File: config.mk
export PLATFORM = sky130hd
export DESIGN_NAME = mem_read_arbiter_flat
export DESIGN_NICKNAME = d
export VERILOG_FILES = /design/src/rtl/mem_read_arbiter_if.sv /design/src/rtl/mem_read_arbiter.sv /design/src/flat_wrapper.sv
export SDC_FILE = /design/constraint.sdc
export NUM_CORES = 1
export LEC_CHECK = 0
export ABC_AREA = 1
export ABC_CLOCK_PERIOD_IN_PS = 5600
export CAP_MARGIN = 20
export CORE_MARGIN = 3
export CORE_UTILIZATION = 28
export CTS_CLUSTER_SIZE = 30
export DETAILED_ROUTE_END_ITERATION = 12
export GPL_ROUTABILITY_DRIVEN = 0
export PLACE_DENSITY = 0.86
export SYNTH_ARGS = -nofsm -noshare
export SYNTH_HDL_FRONTEND = slang
export SYNTH_SLANG_ARGS = --single-unit
File: constraint.sdc
create_clock -name clk -period 5.6 [get_ports clk]
set_clock_uncertainty 0.05 [all_clocks]
set_input_delay 1.68 -clock clk [delete_from_list [all_inputs] [get_ports clk]]
set_output_delay 1.68 -clock clk [all_outputs]
set_load 0.01 [all_outputs]
File: src/rtl/mem_read_arbiter_if.sv
// rtl/mem_read_arbiter_if.sv - requester and memory-side signals of the bsram read arbiter
interface mem_read_arbiter_if #(
    parameter int ADDR_WIDTH = 13,
    parameter int DATA_WIDTH = 16
);
    logic                  cp_req;
    logic [ADDR_WIDTH-1:0] cp_addr;
    logic                  cp_gnt;
    logic                  cp_rvalid;
    logic [DATA_WIDTH-1:0] cp_rdata;

    logic                  cpu_req;
    logic [ADDR_WIDTH-1:0] cpu_addr;
    logic                  cpu_gnt;
    logic                  cpu_rvalid;
    logic [DATA_WIDTH-1:0] cpu_rdata;

    logic [ADDR_WIDTH-1:0] mem_addr;
    logic [DATA_WIDTH-1:0] mem_dout;

    modport slave (
        input  cp_req, cp_addr, cpu_req, cpu_addr, mem_dout,
        output cp_gnt, cp_rvalid, cp_rdata, cpu_gnt, cpu_rvalid, cpu_rdata, mem_addr
    );

    modport master (
        output cp_req, cp_addr, cpu_req, cpu_addr, mem_dout,
        input  cp_gnt, cp_rvalid, cp_rdata, cpu_gnt, cpu_rvalid, cpu_rdata, mem_addr
    );
endinterface

File: src/rtl/mem_read_arbiter.sv
// rtl/mem_read_arbiter.sv - CP-priority read arbiter for bsram with CPU starvation guard
module mem_read_arbiter #(
    parameter int ADDR_WIDTH = 13,
    parameter int DATA_WIDTH = 16,
    parameter int MAX_WAIT   = 8
) (
    input  logic             clk,
    input  logic             reset,
    mem_read_arbiter_if.slave bus
);
    localparam int CW = (MAX_WAIT < 1) ? 1 : $clog2(MAX_WAIT + 1);
    localparam logic [CW-1:0] MAX_CNT = CW'(MAX_WAIT);

    logic [CW-1:0]         wait_cnt;
    logic                  force_cpu;
    logic                  cpu_gnt;
    logic                  cp_gnt;
    logic [ADDR_WIDTH-1:0] addr_sel;
    logic [DATA_WIDTH-1:0] rdata;
    logic                  cp_rvalid;
    logic                  cpu_rvalid;

    // Grant decision: CP wins unless the CPU has waited MAX_WAIT cycles; nothing granted in reset.
    always_comb begin
        force_cpu = (MAX_WAIT != 0) && bus.cpu_req && (wait_cnt == MAX_CNT);
        cpu_gnt   = reset && bus.cpu_req && (!bus.cp_req || force_cpu);
        cp_gnt    = reset && bus.cp_req && !cpu_gnt;
        addr_sel  = '0;
        if (cp_gnt) begin
            addr_sel = bus.cp_addr;
        end else if (cpu_gnt) begin
            addr_sel = bus.cpu_addr;
        end
    end

    // Count consecutive denied CPU cycles, saturating at MAX_WAIT; any grant or idle cycle clears it.
    always_ff @(posedge clk or negedge reset) begin
        if (!reset) begin
            wait_cnt <= '0;
        end else if (!bus.cpu_req || cpu_gnt) begin
            wait_cnt <= '0;
        end else if (wait_cnt != MAX_CNT) begin
            wait_cnt <= wait_cnt + 1'b1;
        end
    end

    // Owner pipeline: bsram returns data one cycle after it sees the address.
    always_ff @(posedge clk or negedge reset) begin
        if (!reset) begin
            cp_rvalid  <= 1'b0;
            cpu_rvalid <= 1'b0;
        end else begin
            cp_rvalid  <= cp_gnt;
            cpu_rvalid <= cpu_gnt;
        end
    end

    assign rdata          = bus.mem_dout;
    assign bus.cp_gnt     = cp_gnt;
    assign bus.cpu_gnt    = cpu_gnt;
    assign bus.mem_addr   = addr_sel;
    assign bus.cp_rvalid  = cp_rvalid;
    assign bus.cpu_rvalid = cpu_rvalid;
    assign bus.cp_rdata   = rdata;
    assign bus.cpu_rdata  = rdata;
endmodule
File: src/flat_wrapper.sv
// flat-port wrapper written by rule: the top's interface ports become plain ports
module mem_read_arbiter_flat 
#(
    parameter int ADDR_WIDTH = 13,
    parameter int DATA_WIDTH = 16,
    parameter int MAX_WAIT   = 8
)
  (clk, reset, bus_cp_req, bus_cp_addr, bus_cpu_req, bus_cpu_addr, bus_mem_dout, bus_cp_gnt, bus_cp_rvalid, bus_cp_rdata, bus_cpu_gnt, bus_cpu_rvalid, bus_cpu_rdata, bus_mem_addr);
  mem_read_arbiter_if #(.ADDR_WIDTH(ADDR_WIDTH), .DATA_WIDTH(DATA_WIDTH)) bus_i ();
  input  logic clk;
  input  logic reset;
  input wire logic [$bits(bus_i.cp_req)-1:0] bus_cp_req;
  input wire logic [$bits(bus_i.cp_addr)-1:0] bus_cp_addr;
  input wire logic [$bits(bus_i.cpu_req)-1:0] bus_cpu_req;
  input wire logic [$bits(bus_i.cpu_addr)-1:0] bus_cpu_addr;
  input wire logic [$bits(bus_i.mem_dout)-1:0] bus_mem_dout;
  output wire logic [$bits(bus_i.cp_gnt)-1:0] bus_cp_gnt;
  output wire logic [$bits(bus_i.cp_rvalid)-1:0] bus_cp_rvalid;
  output wire logic [$bits(bus_i.cp_rdata)-1:0] bus_cp_rdata;
  output wire logic [$bits(bus_i.cpu_gnt)-1:0] bus_cpu_gnt;
  output wire logic [$bits(bus_i.cpu_rvalid)-1:0] bus_cpu_rvalid;
  output wire logic [$bits(bus_i.cpu_rdata)-1:0] bus_cpu_rdata;
  output wire logic [$bits(bus_i.mem_addr)-1:0] bus_mem_addr;
  assign bus_i.cp_req = bus_cp_req;
  assign bus_i.cp_addr = bus_cp_addr;
  assign bus_i.cpu_req = bus_cpu_req;
  assign bus_i.cpu_addr = bus_cpu_addr;
  assign bus_i.mem_dout = bus_mem_dout;
  assign bus_cp_gnt = bus_i.cp_gnt;
  assign bus_cp_rvalid = bus_i.cp_rvalid;
  assign bus_cp_rdata = bus_i.cp_rdata;
  assign bus_cpu_gnt = bus_i.cpu_gnt;
  assign bus_cpu_rvalid = bus_i.cpu_rvalid;
  assign bus_cpu_rdata = bus_i.cpu_rdata;
  assign bus_mem_addr = bus_i.mem_addr;
  mem_read_arbiter #(.ADDR_WIDTH(ADDR_WIDTH), .DATA_WIDTH(DATA_WIDTH), .MAX_WAIT(MAX_WAIT)) u_core (.clk(clk), .reset(reset), .bus(bus_i));
endmodule
== Yosys cells after proc, flatten, opt, wreduce, memory -nomap -nowiden ==
Cells that the tools add are included.

* Add/subtract/negate cells: 1
* Eq/ne operators: 2
* Muxes and demuxes: 4
* Reductions and logical operators: 11

{| class="wikitable"
|+ Operator list
! operator !! number
|-
| two-way mux 13 bit || 2
|-
| two-way mux 4 bit || 2
|-
| logical AND 1 bit || 5
|-
| adder 4 x 1 -> 4 bit, second input constant || 1
|-
| == test 4 bit, second input constant || 1
|-
| inequality test 4 bit, second input constant || 1
|-
| logical NOT 1 bit || 3
|-
| logical OR 1 bit || 2
|-
| nonzero test 2 bit || 1
|}

* Register bits: 6
* Bits of input ports: 46
* Output and inout bits: 49
* Word-level logic and storage cells: 21

== Longest topological paths before layout ==
Gate-level depths: netlist of run 1.

* Word-level depth: 7
* Depth in mapped cells: 8

== Least setup slack after synthesis of run 1 ==
OpenSTA, ideal clock, no wires.

* Path kind: in2out
* Start point: input port reset
* End point: output port bus_mem_addr[0]
* Arrival: 2236 ps
* Data required time: 3870 ps
* Slack: 1634 ps
* Stages on the path: 5
* Path through: nand2_1 a21oi_4 buf_6 nand2_1 nand2_1

* Longest elaborated chain between the ends: 5

{| class="wikitable"
|+ RTL lines
! element !! RTL line !! text
|-
| start: declaration || flat_wrapper.sv:11 || <nowiki>input logic reset;</nowiki>
|-
| logical AND 1 bit * (2 in a row) || mem_read_arbiter.sv:26 || <nowiki>cpu_gnt = reset && bus.cpu_req && (!bus.cp_req || force_cpu);</nowiki>
|-
| via bus_cpu_gnt || flat_wrapper.sv:20 || <nowiki>output wire logic [$bits(bus_i.cpu_gnt)-1:0] bus_cpu_gnt;</nowiki>
|-
| logical NOT 1 bit || mem_read_arbiter.sv:27 || <nowiki>cp_gnt = reset && bus.cp_req && !cpu_gnt;</nowiki>
|-
| logical AND 1 bit || mem_read_arbiter.sv:27 ||
|-
| two-way mux 13 bit * || mem_read_arbiter.sv:29 || <nowiki>if (cp_gnt) begin</nowiki>
|-
| end: declaration || flat_wrapper.sv:23 || <nowiki>output wire logic [$bits(bus_i.mem_addr)-1:0] bus_mem_addr;</nowiki>
|}

Mark *: on every way through the listed nets, which the timed path passes. The rest lies on a longest branch.

== Final worst setup path of run 1 ==
* Start point: input port reset
* End point: output port bus_mem_addr[4]

* Longest elaborated chain between the ends: 5

{| class="wikitable"
|+ RTL lines
! element !! RTL line
|-
| logical AND 1 bit (2 in a row) || mem_read_arbiter.sv:26
|-
| logical NOT 1 bit || mem_read_arbiter.sv:27
|-
| logical AND 1 bit || mem_read_arbiter.sv:27
|-
| two-way mux 13 bit * || mem_read_arbiter.sv:29
|}

Mark *: on every way between the ends. The rest lies on a longest branch, timed or not.

==> results.toml, run 1 <==
[run_status]
status = "finished clean"

[synthesis]
ys.warnings.count = 0
synth_area_per_cell_um2 = 6.84
syn_area_um2 = 759
syn_inst = 111
synth-seq-area-share_pct = 19.8
synth.net_count = 159
synth.distinct_cells = 15
ys_ff_latch = 6

[sta]
layout_min_cycle_time_ps = 5300
grt_setup_unrepaired = "false"
hold_viol_final = 0
max_freq_ghz = 0.189
slew_headroom_pct = 72.9
hold-worst-slack_ps = 541
tns_ps = 0
tightest_slew_ps = 406
maxSlewViolCount = 0
fin_crit_sh_pct = 94.6
setup_viol = 0
worst_slack_ps = 301

[critical_path]
slowest_stage = "clkdlybuf4s50_1"
end_kind = "primary output"
cp.required_ps = 3870
critPathLaunchType = "primary input"
critPathArrivalTime_ps = 3570
critPathKind = "primary input to primary output"
path_cells = "clkdlybuf4s50_1 -> nand2_1 -> a21oi_4 -> nand2_1 -> nand2_1 -> clkdlybuf4s50_1"
path_max_fanout = 16
crit_top_cell = "nand2_1"
max_stage_delay_ps = 650
timing.rr.start = "u_core.wait_cnt[0]"
crit_start = "reset"

[clock_tree]
clockBufferDepth = 2
clk_latency_ps = 240
clock_tree.root_cell = "clkbuf_4"
ctsResizeCount = 0
hold_buffers = 0
clkTransAtPathRegs_ps = 40
cts_tree = "done"
cts_setup_buffers = 0
clkSinkCount = 6
numCtsBuffers = 3
htreeDepth = 1

[global_routing]
grt_pass1_wl_um = 3080
antenna_found_initial = 0
grt.total_usage_pct = 11.8
overflow = 0
grt_pass1_vias = 661
grt_max_degree = 17

[final_layout]
drive_gt1_share_pct = 5.60
multiInputGateArea_um2 = 315
antenna_cells = 0
seq_area_um2 = 150
nets = 175
instances_no_fill = 155
fillers = 271
areaGrowthSynthToFinish_pct = 33.3

[floorplan]
core.rowCount = 18
start_util_pct = 30.1
die_area_mm2 = 0.00337
die_h_um = 58.1
pin_count = 95
die_x_um = 58.1
coreArea_mm2 = 0.00252

[route]
routed-wl-met3_um = 191
wire_per_inst_um = 12.0
route.antenna.remaining_nets = 0
wl_met2_um = 944
topRoutingLayerUsed = "met4"
wl_met1_um = 673
route.detailed.drc = 0
drt-total-wl_um = 1860
vias = 673
vias_per_cell = 4.34
first_iter_violations = 34
dr.pass1.iters = 4

[job]
maxCapViolations = 0

[power_and_ir_drop]
vdd_drop_max_v = 0.0000578
p_leak_nw = 0.481
p_per_area_mw_per_mm2 = 143
power_mw = 0.144

[worst_hold_path]
hp-class = "flop to flop"
hp-start = "u_core.wait_cnt[2]"

[placed_design]
dp.cells = 152
portBuffers = 46
place_ws_ps = 278
hpwl_um = 1550
## cells by family (layout without fill, tap and decap cells)
kind of cell / Yosys count / in the layout / share of synthesized area [%]
AO/OA/AOI/OAI: 1 / 1 / 2.14
adder cells (fa/ha/maj): 2 / 2 / 3.29
buffers and inverters: 42 / 56 / 38.7
XOR/XNOR: 2 / 2 / 2.31
flip-flops: 6 / 6 / 19.8
AND/OR/NAND/NOR: 58 / 58 / 33.8
## cell usage in the layout, fill, tap and decap left out
cell type and instances:
clkdlybuf4s50_1 46, dfrtp_1 6, nand3_1 14, xor2_1 2, ha_1 2, nand4_1 2
inv_1 6, nand2_2 1, nand2_1 35, nor2_1 5, inv_2 1, a21oi_4 1
nand3_4 1, clkbuf_4 3
## synthesized netlist by cell type, drive strengths merged
cell / instances / area share (%)
buf: 35 / 35
a21oi: 1 / 2.1
dfrtp: 6 / 20
xor2: 2 / 2.3
nand4: 2 / 1.6
nand3: 15 / 12
ha: 2 / 3.3
inv: 7 / 3.5
nor2: 5 / 2.5
nand2: 36 / 18
## worst max-delay path, delay by kind of cell
kind	cells	cell delay (ps)
simple gates	3	350
buf+inv	2	1180
compound gates	1	360
## through the flow
stage               area [um^2]  utilization, %
floorplan                   759               -
global placement            990            39.2
detailed placement          990            39.2
CTS                        1010            40.1
global route               1010            40.1
finish                     1010            40.1
## power breakdown
group	internal, mW	total [mW]	switching (mW)
registers	0.0460	0.0479	0.00194
logic	0.0360	0.0596	0.0237
clock network	0.0240	0.0369	0.0129
## registers in the layout (all words and copies together) (netlist names)
register and flops:
u_core.bus.cp_rvalid 1, u_core.wait_cnt 4, u_core.bus.cpu_rvalid 1
## path summary, 6_finish.rpt
kind,to,slack (ps),cells after the start
max,bus_mem_addr[4],300,6
min,u_core.wait_cnt[2],540,3
max reg2reg,u_core.wait_cnt[3],4080,7
min reg2reg,u_core.wait_cnt[2],540,3
max in group asynchronous,u_core.bus.cpu_rvalid,3620,1
min in group asynchronous,u_core.wait_cnt[2],1650,1
## layout make-up
cell class | count | share of cell area, %
well taps | 30 | 3.71
flip-flops and latches | 6 | 14.8
inverters | 7 | 2.60
repair buffers | 46 | 45.5
clock buffers | 3 | 2.22
multi-input cells | 63 | 31.1
## layer usage
metal	up-vias	track usage [%]
li1	344	-
met1	287	13.2
met2	31	18.4
met3	11	3.56
met4	0	9.60
met5	-	0
Note: power is estimated with default switching activity, not from simulation.
==> run 2, diff against run 1 <==
--- a/config.mk
+++ b/config.mk
@@ -8,7 +8,6 @@
 export ABC_AREA = 1
 export ABC_CLOCK_PERIOD_IN_PS = 5600
 export CAP_MARGIN = 20
-export CORE_MARGIN = 3
 export CORE_UTILIZATION = 28
 export CTS_CLUSTER_SIZE = 30
 export DETAILED_ROUTE_END_ITERATION = 12
@@ -17,3 +16,4 @@
 export SYNTH_ARGS = -nofsm -noshare
 export SYNTH_HDL_FRONTEND = slang
 export SYNTH_SLANG_ARGS = --single-unit
+export TNS_END_PERCENT = 50
==> run 2 against run 1 <==
  * Setup slack lost 0.93 ps
  * Largest cell class unchanged
  * Sequential power hardly changed
  * First-iteration DRC count down 56%
  * Final cell count is the same
  * Highest routed layer unchanged
==> results.toml, run 2 (same netlist as run 1, synthesis figures left out) <==
[floorplan]
die_area_mm2 = 0.00292
coreArea_mm2 = 0.00252
core.rowCount = 18
die_h_um = 54.1
die_x_um = 54.1
start_util_pct = 30.1
pin_count = 95

[power_and_ir_drop]
vdd_drop_max_v = 0.0000493
p_leak_nw = 0.481
p_per_area_mw_per_mm2 = 144

[final_layout]
final_common_cell = "clkdlybuf4s50_1"
largest_registers = "u_core.wait_cnt (4), u_core.bus.cp_rvalid (1), u_core.bus.cpu_rvalid (1)"
fillers = 250
final_cell_mix = "clkdlybuf4s50_1, nand2_1, nand3_1, inv_1, dfrtp_1"
top_register = "u_core.wait_cnt"
largest_register_ffs = 4
drive_gt1_share_pct = 5.60
areaGrowthSynthToFinish_pct = 33.3
nets = 175
antenna_cells = 0
instances_no_fill = 155

[placed_design]
hpwl_um = 1420
portBuffers = 46
place_ws_ps = 276
dp.cells = 152

[global_routing]
antenna_found_initial = 0
grt_max_degree = 17
grt.total_usage_pct = 11.0
grt_pass1_vias = 572
grt_pass1_wl_um = 2300
overflow = 0

[route]
vias = 677
drt-total-wl_um = 1730
wire_per_inst_um = 11.2
vias_per_cell = 4.37
route.detailed.drc = 0
first_iter_violations = 15
dr.pass1.iters = 4
route.antenna.remaining_nets = 0

[run_status]
status = "finished clean"

[clock_tree]
htreeDepth = 1
clockBufferDepth = 2
clock_tree.root_cell = "clkbuf_4"
clkTransAtPathRegs_ps = 40
clk_latency_ps = 240
clkSinkCount = 6
ctsResizeCount = 0
numCtsBuffers = 3
cts_setup_buffers = 0
cts_tree = "done"
hold_buffers = 0

[sta]
grt_setup_unrepaired = "false"
setup_viol = 0
tns_ps = 0
slew_headroom_pct = 73.7
maxSlewViolCount = 0
tightest_slew_ps = 393
max_freq_ghz = 0.189
hold_viol_final = 0
layout_min_cycle_time_ps = 5300
fin_crit_sh_pct = 94.6
worst_slack_ps = 300
hold-worst-slack_ps = 565

[critical_path]
critPathLaunchType = "primary input"
cp.required_ps = 3870
path_cells = "clkdlybuf4s50_1 -> nand2_1 -> a21oi_4 -> nand2_1 -> nand2_1 -> clkdlybuf4s50_1"
reg2reg_slack_ps = 4060
path_max_fanout = 16
critPathKind = "primary input to primary output"
end_kind = "primary output"
max_stage_delay_ps = 650
crit_top_cell = "nand2_1"
critPathArrivalTime_ps = 3570
slowest_stage = "clkdlybuf4s50_1"

[job]
maxCapViolations = 0

[worst_hold_path]
hp-class = "flop to flop"
==> run 2: cell counts in the layout (fill, tap and decap cells not counted) <==
No cell type changed its count.
==> run 2: area by class of cell <==
| cell class | instances | area, um^2 | share of cell area, % |
|---|---|---|---|
| timing repair buffer | 46 | 460 | 45.5 |
| inverter | 7 | 26.3 | 2.60 |
| multi-input combinational | 63 | 315 | 31.1 |
| clock buffer | 3 | 22.5 | 2.22 |
| sequential | 6 | 150 | 14.8 |
| tap | 30 | 37.5 | 3.71 |
==> run 2: stage by stage <==
| step | instance area (um^2) | utilization (%) | total power [mW] |
|---|---|---|---|
| final | 1010 | 40.1 | 0.146 |
| after global routing | 1010 | 40.1 | 0.159 |
| after CTS | 1010 | 40.1 | 0.148 |
| after detailed placement | 990 | 39.2 | 0.108 |
| after global placement | 990 | 39.2 | 0.107 |
| after floorplan | 759 | - | 0.0945 |
==> run 2: layer usage <==
layer | routed length (um) | track usage [%]
met1 | 673 | 10.7
met4 | 30 | 10.7
met5 | 0 | 0
met2 | 851 | 18.7
met3 | 178 | 2.82
==> run 2: final timing paths <==
check / startpoint / end / cells after the start
min in group asynchronous: reset / u_core.wait_cnt[1] / 1
setup reg to reg: u_core.wait_cnt[0] / u_core.wait_cnt[3] / 7
max in group asynchronous: reset / u_core.wait_cnt[0] / 1
hold reg to reg: u_core.wait_cnt[2] / u_core.wait_cnt[2] / 3
setup / recovery: reset / bus_mem_addr[4] / 6
hold / removal: u_core.wait_cnt[2] / u_core.wait_cnt[2] / 3
==> run 2: power breakdown <==
group | internal [mW] | total [mW] | switching, mW | leakage (nW)
registers | 0.0460 | 0.0481 | 0.00214 | 0.0802
logic | 0.0360 | 0.0596 | 0.0236 | 0.386
clock network | 0.0241 | 0.0380 | 0.0139 | 0.0138
==> run 2: worst max-delay path: cells and delay by family <==
kind | cells | cell delay, ps
buffers and inverters | 2 | 1190
and+or+nand+nor | 3 | 350
AOI/OAI and AO/OA | 1 | 350
==> run 3, diff against run 2 <==
--- a/config.mk
+++ b/config.mk
@@ -6,8 +6,7 @@
 export NUM_CORES = 1
 export LEC_CHECK = 0
 export ABC_AREA = 1
-export ABC_CLOCK_PERIOD_IN_PS = 5600
-export CAP_MARGIN = 20
+export CAP_MARGIN = 25
 export CORE_UTILIZATION = 28
 export CTS_CLUSTER_SIZE = 30
 export DETAILED_ROUTE_END_ITERATION = 12
==> results of run 3 <==
Final layout, timing and power as in run 2 (identical DEF).
